--- config.mk ---
export PLATFORM = sky130hd
export DESIGN_NAME = alu_issue
export DESIGN_NICKNAME = d
export VERILOG_FILES = /design/src/rtl/alu_issue.sv
export SDC_FILE = /design/constraint.sdc
export NUM_CORES = 1
export LEC_CHECK = 0
export ABC_AREA = 1
export CAP_MARGIN = 0
export CORE_UTILIZATION = 43
export CTS_BUF_LIST = sky130_fd_sc_hd__clkbuf_8
export DETAILED_ROUTE_END_ITERATION = 7
export GPL_ROUTABILITY_DRIVEN = 1
export GPL_TIMING_DRIVEN = 0
export PLACE_DENSITY = 0.71
export SYNTH_ARGS = -nofsm -noshare
export SYNTH_HDL_FRONTEND = slang
export SYNTH_SLANG_ARGS = --single-unit
export TNS_END_PERCENT = 1
--- constraint.sdc ---
create_clock -name clk -period 3.1 [get_ports clk]
set_clock_uncertainty 0.2 [all_clocks]
set_input_delay 0.62 -clock clk [delete_from_list [all_inputs] [get_ports clk]]
set_output_delay 0.62 -clock clk [all_outputs]
set_load 0.01 [all_outputs]
--- src/rtl/alu_issue.sv ---
// rtl/alu_issue.sv - RV32I OP/OP-IMM decode-and-issue stage with 2-entry skid buffer; optional LUI decode via ALU_ISSUE_LUI_EN
module alu_issue #(
  parameter int XLEN = 32
) (
  input  logic            clk,
  input  logic            rst_n,
  input  logic            flush,
  input  logic            in_valid,
  output logic            in_ready,
  input  logic [31:0]     in_instr,
  input  logic [XLEN-1:0] in_rs1,
  input  logic [XLEN-1:0] in_rs2,
  output logic            out_valid,
  input  logic            out_ready,
  output logic [3:0]      out_sel,
  output logic [XLEN-1:0] out_a,
  output logic [XLEN-1:0] out_b,
  output logic [4:0]      out_rd,
  output logic            out_illegal
);

  localparam logic [3:0] SEL_ADD  = 4'b0000;
  localparam logic [3:0] SEL_SUB  = 4'b0001;
  localparam logic [3:0] SEL_AND  = 4'b0010;
  localparam logic [3:0] SEL_OR   = 4'b0011;
  localparam logic [3:0] SEL_XOR  = 4'b0100;
  localparam logic [3:0] SEL_SLL  = 4'b0101;
  localparam logic [3:0] SEL_SRL  = 4'b0110;
  localparam logic [3:0] SEL_SRA  = 4'b0111;
  localparam logic [3:0] SEL_SLT  = 4'b1001;
  localparam logic [3:0] SEL_SLTU = 4'b1010;

  localparam logic [6:0] OPC_OP     = 7'b0110011;
  localparam logic [6:0] OPC_OP_IMM = 7'b0010011;
`ifdef ALU_ISSUE_LUI_EN
  localparam logic [6:0] OPC_LUI    = 7'b0110111;
`endif

  typedef struct packed {
    logic [3:0]      sel;
    logic [XLEN-1:0] a;
    logic [XLEN-1:0] b;
    logic [4:0]      rd;
    logic            ill;
  } entry_t;

  logic [6:0]      opcode;
  logic [2:0]      funct3;
  logic [6:0]      funct7;
  logic            f7_zero;
  logic            f7_alt;
  logic            ok;
  logic [3:0]      sel_v;
  logic [XLEN-1:0] a_v;
  logic [XLEN-1:0] b_v;
  entry_t          dec;

  entry_t main_q;
  entry_t skid_q;
  logic   main_valid;
  logic   skid_valid;
  logic   in_fire;
  logic   out_fire;

  // rs1 field is consumed as a register value upstream, not as raw bits here
  logic unused_rs1_field;
  assign unused_rs1_field = ^in_instr[19:15];

  assign opcode  = in_instr[6:0];
  assign funct3  = in_instr[14:12];
  assign funct7  = in_instr[31:25];
  assign f7_zero = (funct7 == 7'b0000000);
  assign f7_alt  = (funct7 == 7'b0100000);

  // decode the incoming instruction into ALU select and operands
  always_comb begin
    sel_v = SEL_ADD;
    a_v   = '0;
    b_v   = '0;
    ok    = 1'b0;
    case (opcode)
      OPC_OP: begin
        a_v = in_rs1;
        b_v = in_rs2;
        case (funct3)
          3'b000: begin ok = f7_zero | f7_alt; sel_v = f7_alt ? SEL_SUB : SEL_ADD; end
          3'b001: begin ok = f7_zero; sel_v = SEL_SLL;  end
          3'b010: begin ok = f7_zero; sel_v = SEL_SLT;  end
          3'b011: begin ok = f7_zero; sel_v = SEL_SLTU; end
          3'b100: begin ok = f7_zero; sel_v = SEL_XOR;  end
          3'b101: begin ok = f7_zero | f7_alt; sel_v = f7_alt ? SEL_SRA : SEL_SRL; end
          3'b110: begin ok = f7_zero; sel_v = SEL_OR;   end
          default: begin ok = f7_zero; sel_v = SEL_AND; end
        endcase
      end
      OPC_OP_IMM: begin
        a_v = in_rs1;
        b_v = {{(XLEN-12){in_instr[31]}}, in_instr[31:20]};
        case (funct3)
          3'b000: begin ok = 1'b1; sel_v = SEL_ADD;  end
          3'b001: begin
            ok    = f7_zero;
            sel_v = SEL_SLL;
            b_v   = {{(XLEN-5){1'b0}}, in_instr[24:20]};
          end
          3'b010: begin ok = 1'b1; sel_v = SEL_SLT;  end
          3'b011: begin ok = 1'b1; sel_v = SEL_SLTU; end
          3'b100: begin ok = 1'b1; sel_v = SEL_XOR;  end
          3'b101: begin
            ok    = f7_zero | f7_alt;
            sel_v = f7_alt ? SEL_SRA : SEL_SRL;
            b_v   = {{(XLEN-5){1'b0}}, in_instr[24:20]};
          end
          3'b110: begin ok = 1'b1; sel_v = SEL_OR;   end
          default: begin ok = 1'b1; sel_v = SEL_AND; end
        endcase
      end
`ifdef ALU_ISSUE_LUI_EN
      OPC_LUI: begin
        // ALU computes 0 + upper immediate
        ok    = 1'b1;
        sel_v = SEL_ADD;
        a_v   = '0;
        b_v   = {in_instr[31:12], 12'b0};
      end
`endif
      default: ok = 1'b0;
    endcase
  end

  // illegal encodings are squashed to a harmless ADD 0,0 but keep rd
  always_comb begin
    dec     = '0;
    dec.rd  = in_instr[11:7];
    dec.ill = ~ok;
    if (ok) begin
      dec.sel = sel_v;
      dec.a   = a_v;
      dec.b   = b_v;
    end
  end

  assign in_fire  = in_valid & ~skid_valid;
  assign out_fire = main_valid & out_ready;

  // main/skid buffer: main drives outputs, skid absorbs one entry during a stall
  always_ff @(posedge clk or negedge rst_n) begin
    if (!rst_n) begin
      main_valid <= 1'b0;
      skid_valid <= 1'b0;
      main_q     <= '0;
      skid_q     <= '0;
    end else if (flush) begin
      main_valid <= 1'b0;
      skid_valid <= 1'b0;
    end else if (!main_valid) begin
      if (in_fire) begin
        main_q     <= dec;
        main_valid <= 1'b1;
      end
    end else if (out_fire) begin
      if (skid_valid) begin
        main_q     <= skid_q;
        skid_valid <= 1'b0;
      end else if (in_fire) begin
        main_q <= dec;
      end else begin
        main_valid <= 1'b0;
      end
    end else if (in_fire) begin
      skid_q     <= dec;
      skid_valid <= 1'b1;
    end
  end

  assign in_ready    = ~skid_valid;
  assign out_valid   = main_valid;
  assign out_sel     = main_q.sel;
  assign out_a       = main_q.a;
  assign out_b       = main_q.b;
  assign out_rd      = main_q.rd;
  assign out_illegal = main_q.ill;

endmodule
== After elaboration in Yosys (flattened, before gate mapping) ==
Index checks and enable logic that the tools add are counted.

* Memory bits (writable): 0
* Memory bits (read-only): 0
* Latch bits: 0
* Output and inout bits: 76
* Memories: 0
* Logic and storage cells: 64
* Register bits: 150

* $lt $le $gt $ge: 0
* Bitwise operators: 7
* Add/sub/neg operators: 0
* Eq/ne operators: 10
* Divide/modulo/power cells: 0
* Mux-type cells: 25
* Shift operators: 0
* Reduce and logical (&&, ||, !) cells: 10
* $mul: 0

{| class="wikitable"
|+ Operator list
! cell !! count
|-
| 74-bit 2-to-1 mux || 4
|-
| 68-bit 2-to-1 mux || 1
|-
| 32-bit 2-to-1 mux || 2
|-
| 32-bit one-hot mux with 2 select lines || 1
|-
| 4-bit one-hot mux with 7 select lines || 2
|-
| 7-bit by 6-bit equality test with 1-bit output, second input constant || 2
|-
| 1-bit 2-to-1 mux || 12
|-
| 3-bit equality test, second input constant || 3
|-
| 4-bit one-hot mux with 2 select lines || 1
|-
| 7-bit by 5-bit equality test with 1-bit output, second input constant || 1
|-
| 7-bit logical NOT || 1
|-
| 3-bit by 2-bit equality test with 1-bit output, second input constant || 2
|-
| 2-bit OR reduction || 3
|-
| 1-bit NOT || 4
|-
| 1-bit one-hot mux with 2 select lines || 2
|-
| 2-bit AND reduction || 2
|-
| 4-bit AND reduction || 1
|-
| 3-bit by 1-bit equality test with 1-bit output, second input constant || 1
|-
| 3-bit logical NOT || 1
|-
| 3-bit nonzero test || 1
|-
| 1-bit AND || 2
|-
| 2-bit by 1-bit inequality test with 1-bit output, second input constant || 1
|-
| 2-bit nonzero test || 1
|-
| 1-bit bitwise OR || 1
|}

== Logic depth before layout (Yosys ltp) ==
* Depth after elaboration: 9
* Gate-level depth with buffers: 12
* Depth with buffers taken out: 11

== Worst setup path before layout ==
Ideal clock, no wire load.

* Path type: input -> register
* Start: input in_instr[3]
* End: register main_q (netlist bit out_illegal)
* Library setup time: 134 ps
* Data required time: 2766 ps
* Setup slack: 1165 ps
* Arrival time: 1601 ps
* Stages: 9
* Cell sequence: nor2_1 -> nand2_1 -> a21oi_2 -> nand2_1 -> nand3_2 -> buf_2 -> nand2_1 -> nand2_1 -> o21ai_0

* Word-level cells in the longest chain between the ends: 7

{| class="wikitable"
|+ RTL lines
! what !! RTL line !! text
|-
| from (decl) || 10 || <nowiki>input logic [31:0] in_instr,</nowiki>
|-
| 7-bit by 5-bit equality test with 1-bit output or 7-bit by 6-bit equality test with 1-bit output (tied branches) || 81 || <nowiki>case (opcode)</nowiki>
|-
| 1-bit one-hot mux with 2 select lines (*) || 81 ||
|-
| 1-bit NOT (*) || 135 || <nowiki>dec.ill = ~ok;</nowiki>
|-
| 74-bit 2-to-1 mux (*) || 157, 165 ||
|-
| 74-bit 2-to-1 mux || 162 || <nowiki>if (skid_valid) begin</nowiki>
|-
| 74-bit 2-to-1 mux || 161 || <nowiki>end else if (out_fire) begin</nowiki>
|-
| 74-bit 2-to-1 mux (*) || 156 || <nowiki>end else if (!main_valid) begin</nowiki>
|-
| to (signal assigned) || 163 || <nowiki>main_q <= skid_q;</nowiki>
|-
| to (decl) || 58 || <nowiki>entry_t main_q;</nowiki>
|}

Every way passes the cells marked *; elsewhere a longest branch is shown, timed or not. The select of a mux whose other input is x is not followed.
A chain may end at the register's enable or synchronous reset.

== Worst setup path in the final report ==
* Start: input in_instr[0]
* End: register main_q (netlist bit out_illegal)

The elaborated chain is that of the path after synthesis.

==> impl_metrics.csv <==
group,metric,value,unit
run_status,status,"finished clean",
grt,grt_max_degree,97,
pwr,p_leak,4.53,nW
sta,relSlewSlack,57.9,%
cts,cts_sinks,150,
grt,grt_use_total,26.2,%
routing,antenna_left,0,
routing,viasPerCell,5.41,
final_layout,final_nets,1223,
grt,grt_antenna_before_repair,0,
final_layout,n_fill_cell,1552,
critical_path,cp_slowest_cell,"a21oi_2",
critical_path,crit_fanout,10,
synth,yosysTopAreaCell,"dfrtp_1",
cts,clk_latency,0.47,ns
floorplan,die_w,134,um
grt,grt_first_pass_wirelength,36600,um
routing,wirelength,22600,um
sta,rsz0062_at_grt,"false",
floorplan,die-area,18000,um^2
routing,routedWlPerCell,16.7,um
cts,clock_path_buffers,2,
routing,drcViolationCount,0,
sta,fmax,394,MHz
synth,synth.avg_cell_area,8.07,um^2
cts,cts-buffers-inserted,17,
synth,synth_top_cell_area_share,50.0,%
sta,period_needed,2.54,ns
critical_path,critPathKind,"input port to flop",
min_path,hp-class,"flop to flop",
final_layout,register_area,3750,um^2
sta,setup_viol,0,
critical_path,end_kind,"flop",
routing,drtIter0Drc,498,
synth,ys_seq_area_share,50.0,%
synth,netlist_instances,930,
final_layout,multi_input_area,3390,um^2
place,io_buffer_count,171,
pwr,irDropWorstVdd,310,uV
floorplan,start_util,44.6,%
final_layout,n_antenna_cell,0,
synth,ys_ff_latch,150,
routing,vias,7314,
final_layout,drive_above_1_share,11.2,%
pwr,power,5.09,mW
sta,worst_pin_slew,0.631,ns
critical_path,crit_top_cell,"nand2_1",
floorplan,coreArea,16800,um^2
cts,cts_root_buf,"clkbuf_8",
final_layout,final_area,9960,um^2
critical_path,reg2reg_slack,0.78,ns
flow_run,timing.max_cap.violations,0,
sta,fin_crit_sh,81.9,%
grt,grt_pass1_vias,6981,
synth,netlist_area,7500,um^2
critical_path,required,3.24,ns
place,place_area,9520,um^2
place,gp_congestion,0.832,
cts,clk_pin_slew_worst_paths,0.08,ns
sta,setup_ws,0.560,ns
cts,cts_setup_buffers,0,
synth,ys_warn_count,0,
sta,drv_slew,0,
critical_path,crit_arrival,2.68,ns
synth,synth_cell_types,24,
synth,yosys-top-cells-area,"dfrtp_1 50%, nand2_1 22%, o221a_2 10%, o21ai_1 4.5%, nand3_1 3.1%",
pwr,powerDensity,511,nW/um^2
sta,fin_setup_tns,0,ns
synth,synth_fp_nets,1031,
floorplan,rows,47,
final_layout,utilization,59.2,%
place,pre_cts_ws,0.0626,ns
critical_path,crit_chain,"clkdlybuf4s50_1 -> nand2_1 -> inv_1 -> nand2_1 -> a21oi_2 -> nand2_1 -> nand3_2 -> buf_2 -> nand2_1 -> nand2_1 -> o21ai_0",
cts,ctsHtreeMaxLevel,4,
floorplan,die_h,134,um
cts,cts_tree,"done",
final_layout,area_growth,32.7,%
sta,hold_violations,0,
critical_path,slowest_delay,0.50,ns
routing,dr.pass1.iters,7,
grt,overflow,0,
floorplan,pin_count,177,
critical_path,start_kind,"input port",
place,hpwl,15800,um
repair_timing:
action | CTS | global route
hold buffers | 1 | 0
gates resized for setup | 0 | 0
endpoints found under the hold margin | 54 | 0
flip-flops by register name, indices dropped and copies added (netlist names):
name         cells
out_a           32
out_b           32
out_illegal      1
out_rd           5
out_sel          4
out_valid        1
skid_q          74
skid_valid       1
layout by cell type, fill, tap and decap left out:
cell	n
nor3_1	1
buf_1	10
nand2_1	437
nand3_2	1
a21oi_2	1
mux2_2	5
bufinv_16	4
nand2_2	1
a21oi_1	13
a21boi_0	1
clkbuf_8	20
buf_2	12
inv_2	3
buf_16	1
buf_6	1
nand3_1	46
o221a_2	68
clkinvlp_4	3
dlygate4sd3_1	1
o21ai_1	68
nor2_2	1
clkbuf_1	43
buf_4	4
nor2_1	11
clkdlybuf4s50_1	170
clkinv_2	1
o22ai_1	5
o21ai_0	31
a31oi_1	1
inv_1	18
nand4_2	1
dfrtp_1	150
per-layer routing:
metal	GRT usage [%]	vias up	share of wire [%]
met2	40.0	261	45
met3	5.10	39	7.1
met4	8.86	0	2.1
met5	0	-	0
li1	-	3506	-
met1	37.3	3508	46
Yosys cell counts:
master,n
a21boi_0,1
a21oi_1,13
a21oi_2,1
a31oi_1,1
buf_1,10
buf_2,12
buf_4,4
clkbuf_1,43
dfrtp_1,150
inv_1,16
inv_2,3
mux2_2,5
nand2_1,437
nand2_2,1
nand3_1,46
nand3_2,1
nand4_2,1
nor2_1,11
nor2_2,1
nor3_1,1
o21ai_0,31
o21ai_1,68
o221a_2,68
o22ai_1,5
path summary, 6_finish.rpt:
check,from,endpoint,cells after the start
worst max-delay path,in_instr[0],out_illegal$_DFFE_PN0P_,11
worst max register to register,skid_valid$_DFFE_PN0P_,out_a[29]$_DFFE_PN0P_,9
worst min register to register,skid_q[0]$_DFFE_PN0P_,skid_q[0]$_DFFE_PN0P_,2
worst min-delay path,skid_q[0]$_DFFE_PN0P_,skid_q[0]$_DFFE_PN0P_,2
max in group asynchronous,rst_n,out_b[9]$_DFFE_PN0P_,3
min in group asynchronous,rst_n,out_a[6]$_DFFE_PN0P_,2
where the power goes:
| group | switching [mW] | internal (mW) |
|---|---|---|
| Combinational | 0.513 | 0.598 |
| Sequential | 0.163 | 2.14 |
| Clock | 0.750 | 0.925 |
area by class of cell:
type	count	area share, %
Sequential cell	150	37.7
Multi-Input combinational cell	692	34.0
Timing Repair Buffer	173	17.6
Buffer	69	2.90
Clock buffer	20	2.76
Tap cell	220	2.76
Clock inverter	10	1.56
Inverter	19	0.716
metrics by stage:
stage | hold slack [ns] | cells
finish | 0.291 | 1353
global route | 0.316 | 1353
CTS | 0.287 | 1353
detailed placement | 0.268 | 1322
global placement | 0.260 | 1321
floorplan | 0.124 | 930
logic make-up (layout without fill, tap and decap cells):
| logic type | after synthesis | count (layout) | share of synthesized area (%) |
|---|---|---|---|
| AND/OR/NAND/NOR | 499 | 499 | 26.0 |
| flip-flops | 150 | 150 | 50.0 |
| multiplexers | 5 | 5 | 0.750 |
| AO/OA/AOI/OAI | 188 | 188 | 18.4 |
| buffers and inverters | 88 | 291 | 4.80 |
worst max-delay path: cells and delay by family:
kind	cells	cell delay (ns)
and+or+nand+nor	6	0.69
buffers and inverters	3	0.80
AOI/OAI and AO/OA	2	0.57
No activity file was read; power rests on OpenSTA's default activity.
